$ cat config.mk
export PLATFORM = sky130hd
export DESIGN_NAME = m_dmem_ctrl
export DESIGN_NICKNAME = d
export VERILOG_FILES = /design/src/rtl/m_dmem_ctrl_pkg.sv /design/src/rtl/m_dmem_ctrl_be_gen.sv /design/src/rtl/m_dmem_ctrl.sv
export SDC_FILE = /design/constraint.sdc
export NUM_CORES = 1
export LEC_CHECK = 0
export CORE_MARGIN = 2
export CORE_UTILIZATION = 47
export CTS_CLUSTER_DIAMETER = 60
export DETAILED_ROUTE_END_ITERATION = 8
export PLACE_DENSITY_LB_ADDON = 0.2
export SYNTH_ARGS = -nofsm -noshare
export SYNTH_HDL_FRONTEND = slang
export SYNTH_SLANG_ARGS = --single-unit
$ cat constraint.sdc
create_clock -name clk -period 2.4 [get_ports clk]
set_input_delay 0.48 -clock clk [delete_from_list [all_inputs] [get_ports clk]]
set_output_delay 0.48 -clock clk [all_outputs]
set_load 0.02 [all_outputs]
$ cat src/rtl/m_dmem_ctrl_pkg.sv
// m_dmem_ctrl_pkg: shared definitions for the M-stage data-memory controller.
// Holds the access-size codes, the controller FSM encoding and an address helper.
// Imported by m_be_gen and m_dmem_ctrl.
package m_dmem_ctrl_pkg;

  // Access size codes as they arrive from the M stage (2'b11 behaves as a word).
  localparam logic [1:0] SZ_B = 2'b00;
  localparam logic [1:0] SZ_H = 2'b01;
  localparam logic [1:0] SZ_W = 2'b10;

  typedef enum logic [1:0] {
    ST_IDLE = 2'b00,
    ST_BUSY = 2'b01,
    ST_DONE = 2'b10
  } state_t;

  // The bus is word addressed; sub-word selection is carried by the byte enables.
  function automatic logic [31:0] word_align(input logic [31:0] addr);
    return {addr[31:2], 2'b00};
  endfunction

endpackage

$ cat src/rtl/m_dmem_ctrl_be_gen.sv
// m_be_gen: maps (size, addr[1:0], wdata) to byte enables, lane-replicated write data
//   and a misalignment flag. Purely combinational, zero latency, no backpressure.
// Ports: size/addr_lo/wdata in; be/lane_wdata/misaligned out.
module m_be_gen
  import m_dmem_ctrl_pkg::*;
(
  input  logic [1:0]  size,
  input  logic [1:0]  addr_lo,
  input  logic [31:0] wdata,
  output logic [3:0]  be,
  output logic [31:0] lane_wdata,
  output logic        misaligned
);

  always_comb begin
    be         = 4'b1111;
    lane_wdata = wdata;
    misaligned = 1'b0;
    case (size)
      SZ_B: begin
        be         = 4'b0001 << addr_lo;
        lane_wdata = {4{wdata[7:0]}};
      end
      SZ_H: begin
        // Half selection only looks at addr[1]; addr[0] is reported, not used.
        be         = addr_lo[1] ? 4'b1100 : 4'b0011;
        lane_wdata = {2{wdata[15:0]}};
        misaligned = addr_lo[0];
      end
      default: begin
        // Word and the reserved 2'b11 code: full word, any low address bit is misaligned.
        misaligned = (addr_lo != 2'b00);
      end
    endcase
  end

endmodule

$ cat src/rtl/m_dmem_ctrl.sv
// m_dmem_ctrl: M-stage load/store to req/ack bus controller (IDLE -> BUSY -> DONE).
// Latency: 3 cycles minimum (IDLE, BUSY with ack, DONE), +1 per bus wait cycle.
// Backpressure: stall holds the pipeline until DONE; a bus timeout ends BUSY with err.
// Ports: clk/reset (async active-low); req_* from M stage; stall/rdata/rdata_valid/err/
//   exc_adel/exc_ades to pipeline; bus_* to/from data bus.
// Build option: MISALIGN_EXC_EN raises address exceptions for misaligned half/word
//   accesses instead of silently forcing alignment.
module m_dmem_ctrl
  import m_dmem_ctrl_pkg::*;
#(
  parameter int unsigned TIMEOUT_CYC = 255
) (
  input  logic        clk,
  input  logic        reset,
  input  logic        req_valid,
  input  logic        req_we,
  input  logic [1:0]  req_size,
  input  logic [31:0] req_addr,
  input  logic [31:0] req_wdata,
  output logic        stall,
  output logic [31:0] rdata,
  output logic        rdata_valid,
  output logic        err,
  output logic        exc_adel,
  output logic        exc_ades,
  output logic        bus_req,
  output logic        bus_we,
  output logic [31:0] bus_addr,
  output logic [3:0]  bus_be,
  output logic [31:0] bus_wdata,
  input  logic        bus_ack,
  input  logic [31:0] bus_rdata
);

  state_t      state;
  state_t      state_nxt;
  logic [31:0] count;
  logic [3:0]  be;
  logic [31:0] lane_wdata;
  logic        misaligned;
  logic        aligned;
  logic        start;
  logic        ack_hit;
  logic        timeout_hit;

  m_be_gen u_be_gen (
    .size       (req_size),
    .addr_lo    (req_addr[1:0]),
    .wdata      (req_wdata),
    .be         (be),
    .lane_wdata (lane_wdata),
    .misaligned (misaligned)
  );

`ifdef MISALIGN_EXC_EN
  // A misaligned access never leaves IDLE; the exception is flagged while it sits in M.
  assign aligned  = ~misaligned;
  assign exc_adel = (state == ST_IDLE) && req_valid && misaligned && !req_we;
  assign exc_ades = (state == ST_IDLE) && req_valid && misaligned && req_we;
`else
  logic unused_misaligned;
  assign unused_misaligned = misaligned;
  assign aligned  = 1'b1;
  assign exc_adel = 1'b0;
  assign exc_ades = 1'b0;
`endif

  // Ack takes priority over a timeout landing in the same cycle.
  assign start       = (state == ST_IDLE) && req_valid && aligned;
  assign ack_hit     = (state == ST_BUSY) && bus_ack;
  assign timeout_hit = (state == ST_BUSY) && !bus_ack &&
                       (TIMEOUT_CYC != 0) && (count == TIMEOUT_CYC);

  always_ff @(posedge clk or negedge reset) begin
    if (!reset) state <= ST_IDLE;
    else        state <= state_nxt;
  end

  always_comb begin
    state_nxt = state;
    stall     = req_valid && aligned && (state != ST_DONE);
    case (state)
      ST_IDLE: if (start) state_nxt = ST_BUSY;
      ST_BUSY: if (ack_hit || timeout_hit) state_nxt = ST_DONE;
      // The same instruction is still in M during DONE, so it is not re-examined.
      ST_DONE: state_nxt = ST_IDLE;
      default: state_nxt = ST_IDLE;
    endcase
  end

  // Bus outputs are registered so they are high exactly while the FSM is in BUSY.
  always_ff @(posedge clk or negedge reset) begin
    if (!reset) begin
      bus_req   <= 1'b0;
      bus_we    <= 1'b0;
      bus_addr  <= 32'h0;
      bus_be    <= 4'h0;
      bus_wdata <= 32'h0;
      count     <= 32'h0;
    end else if (start) begin
      bus_req   <= 1'b1;
      bus_we    <= req_we;
      bus_addr  <= word_align(req_addr);
      bus_be    <= be;
      bus_wdata <= lane_wdata;
      count     <= 32'h0;
    end else if (ack_hit || timeout_hit) begin
      bus_req   <= 1'b0;
      bus_we    <= 1'b0;
      bus_addr  <= 32'h0;
      bus_be    <= 4'h0;
      bus_wdata <= 32'h0;
    end else if (state == ST_BUSY) begin
      count <= count + 32'd1;
    end
  end

  // Completion side: rdata holds between captures; pulses line up with DONE.
  always_ff @(posedge clk or negedge reset) begin
    if (!reset) begin
      rdata       <= 32'h0;
      rdata_valid <= 1'b0;
      err         <= 1'b0;
    end else begin
      if (ack_hit)          rdata <= bus_rdata;
      else if (timeout_hit) rdata <= 32'h0;
      rdata_valid <= ack_hit && !bus_we;
      err         <= timeout_hit;
    end
  end

endmodule

==> qor.log <==
INFO  run_status     run_status=complete, no violations
INFO  timing         report.final.hold_viol_count=0
INFO  cts            numClockSinks=136
INFO  placement      place_hpwl=13,100um
INFO  cts            worstSkewPairLatency=0.42ns
INFO  worst_setup_path critical_path.reg2reg.startpoint=count[29]
INFO  cts            cts-htree-levels=4
INFO  die            die_outline_height=121um
INFO  worst_setup_path timing.reg2reg.setup_slack=0.08ns
INFO  drt            drc=0
INFO  cts            ctsHoldBuffers=0
INFO  synthesis      synthFlopType=dfrtp_1
INFO  synthesis      syn_area=0.00647sqmm
INFO  drt            post_drt_via_cell_ratio=5.54
INFO  synthesis      yosysMostFrequentCell=nand2_1
INFO  die            floorplan.die_area=0.0147sqmm
INFO  synthesis      yosysWarnings=0
INFO  cells_and_area antenna_cells=0
INFO  cells_and_area fill_cells=1,027
INFO  worst_setup_path timing.critical_path.arrival=2.63ns
INFO  cells_and_area layout_cells_sized_above_1=12.1%
INFO  die            ioPinCount=210
INFO  worst_setup_path critical_path.max_fanout=9
INFO  worst_setup_path regToRegEndpoint=rdata[26]
INFO  cts            cts_tree=built
INFO  timing         timing.final.crit_period=2.32ns
INFO  timing         setup_viol=0
INFO  timing         timing.final.crit_share=96.7%
INFO  synthesis      synth_largest_type_area_fraction=52.6%
INFO  worst_setup_path reg2regPathDepth=6
INFO  cts            cts-buffers-inserted=17
INFO  timing         worst-slew-pin-transition=1.21ns
INFO  cells_and_area synthToLayoutAreaGrowth=45.5%
INFO  synthesis      yosys_register_bits=136
INFO  drt            postRouteWirelength=18,900um
INFO  timing         hold_ws=0.00462ns
INFO  drt            dr.first_iter.drc_count=392
INFO  grt            groute.usage.overall=26.5%
INFO  worst_setup_path critical_path.endpoint_type=register
INFO  die            core_region_area=0.0133sqmm
INFO  synthesis      synth.area.top_cells=dfrtp_1 (53%), nand2_1 (10%), mux2i_1 (5.3%), o21ai_2 (4.1%), o21ai_0 (3.9%)
INFO  worst_setup_path worst_setup_path_startpoint=count[29]
INFO  worst_setup_path setup.worst_path.class=reg2reg
INFO  placement      port_buffers=205
INFO  placement      pre_cts_slack=-0.0156ns
INFO  synthesis      synth_cell_types=49
INFO  cts            clock_tree.buffer_depth=2
INFO  die            row_count=42
INFO  drt            wl_per_cell=17.8um
INFO  min_path       worst_hold_path_type=in2async
INFO  grt            grt_start_max_net_pins=55
INFO  synthesis      ys_async_sr_fraction=100%
INFO  timing         skew=0.00600ns
INFO  worst_setup_path cp_data_required_time=2.71ns
INFO  synthesis      postSynthCellCount=666
INFO  drt            route.antenna.remaining_nets=0
INFO  cts            cts.reportedPaths.clkPinSlew=0.06ns
INFO  grt            grt_overflow_total=0
INFO  power_and_ir_drop p_leak=0.00410uW
INFO  timing         max_slew_margin=19.5%
INFO  placement      place.gp.congestion=0.853
INFO  grt            grt_pass1_wl=30,300um
INFO  grt            vias_in_the_first_global_route=6,090
INFO  die            chipWidth=121um
INFO  cts            clk_root_buffer_cell=clkbuf_16
INFO  timing         drv_slew=0
INFO  cells_and_area nNetsFinal=980
INFO  synthesis      per_instance_average_area_after_synthesis=9.71squm
INFO  synthesis      yosysSeqAreaShare=52.6%
INFO  synthesis      yosysTopAreaCell=dfrtp_1
INFO  die            initial_utilization=48.4%
INFO  power_and_ir_drop power_density=1050mW/mm^2
INFO  power_and_ir_drop power.ir.vdd_worst=0.822mV
INFO  drt            vias=5,886
INFO  grt            antenna_found_initial=0
INFO  timing         clock.fmax=0.431GHz
INFO  drt            drt_pass1_iterations=4
INFO  worst_setup_path crit_path_start_kind=register
INFO  synthesis      number_of_flops_mapped_to_enable_cells_by_yosys=0
INFO  timing         postLayoutSetupSlackWorst=0.0796ns
INFO  cts            postCtsSetupRepairBufs=0
INFO  synthesis      leading_post_synthesis_cells_by_instance_count=nand2_1 (180), dfrtp_1 (136), o21ai_0 (51)
INFO  run            drv.max_cap_violation_count=0
==> per-layer routing <==
metal	routed length [um]	GRT usage (%)	part of all wire [%]	up-vias
li1	-	-	-	2736
met1	7470	32.4	40	2860
met2	9160	42.7	49	245
met3	1610	9.16	8.5	45
met4	635	11.4	3.4	0
met5	0	0	0	-
==> flip-flops by register name, summed over array words and instances, names as in the netlist <==
name         count
err              1
count           32
bus_be           4
bus_wdata       32
state            2
bus_addr        30
rdata           32
bus_req          1
rdata_valid      1
bus_we           1
==> placed cells by master (no fill, tap or decap), types with 3 or more instances in the layout <==
cell type,n
clkdlybuf4s50_1,204
nand2_1,179
dfrtp_1,136
o21ai_0,51
mux2i_1,34
o21ai_2,30
buf_4,26
nor2_1,21
o2bb2ai_1,20
nand4_1,18
nand3_1,17
clkbuf_16,17
or4_1,12
a21oi_1,10
nand2b_1,9
o211ai_1,8
a22o_1,8
nor4_1,6
inv_1,6
buf_12,6
and3_1,5
o31ai_1,5
nor4_2,4
xor2_1,4
conb_1,4
nor3_1,3
clkbuf_8,3
clkbuf_1,3
==> what timing repair did <==
item	in CTS	in global routing
pin swaps	0	3
resized for setup	1	5
endpoints found under the setup margin	8	53
==> layout make-up <==
cell class	count	area, sq um	area share [%]
multi-input combinational	476	2810	29.8
timing repair buffer	238	2380	25.3
clock inverter	7	93.8	0.997
sequential	136	3400	36.2
inverter	7	26.3	0.279
tap	176	220	2.34
clock buffer	23	478	5.08
==> stage by stage <==
step	TNS, ns	util, %	std cells	area [sq um]	power (uW)
after CTS	0	70.3	1063	9380	9940
final	0	70.5	1063	9410	9880
after global routing	-0.249	70.5	1063	9410	10400
after global placement	0	66.0	1033	8810	7240
after floorplan	0	-	669	6480	5270
after detailed placement	-0.0156	66.0	1033	8810	7350
==> kinds of logic after synthesis <==
kind of cell / after synthesis / share of synthesized area (%)
buffers and inverters: 57 / 4.76
and+or+nand+nor: 289 / 20.9
DFF: 136 / 52.6
other: 1 / 0.0580
adders and majority gates: 1 / 0.193
muxes: 34 / 5.26
xor gates and xnor gates: 4 / 0.542
AOI/OAI and AO/OA: 144 / 15.7
==> report_power, final <==
group | switching (uW) | internal, uW
sequential | 438 | 2990
clock | 959 | 1600
combinational | 2110 | 1790
==> worst max-delay path: stages (launching register included) <==
cell and delay (ns):
dfrtp_1 0.44, nor4_1 0.39, nand2_1 0.19, or4_1 0.65, nor2_8 0.24, buf_4 0.21, o21ai_2 0.08
==> worst max-delay path by stage <==
| stage | end |
|---|---|
| after detailed placement | count[31] |
| after CTS | bus_wdata[28] |
| after global placement | count[31] |
| final | rdata[26] |
| after global routing | bus_addr[20] |
| after floorplan | rdata[10] |
Note: power is estimated with default switching activity, not from simulation.
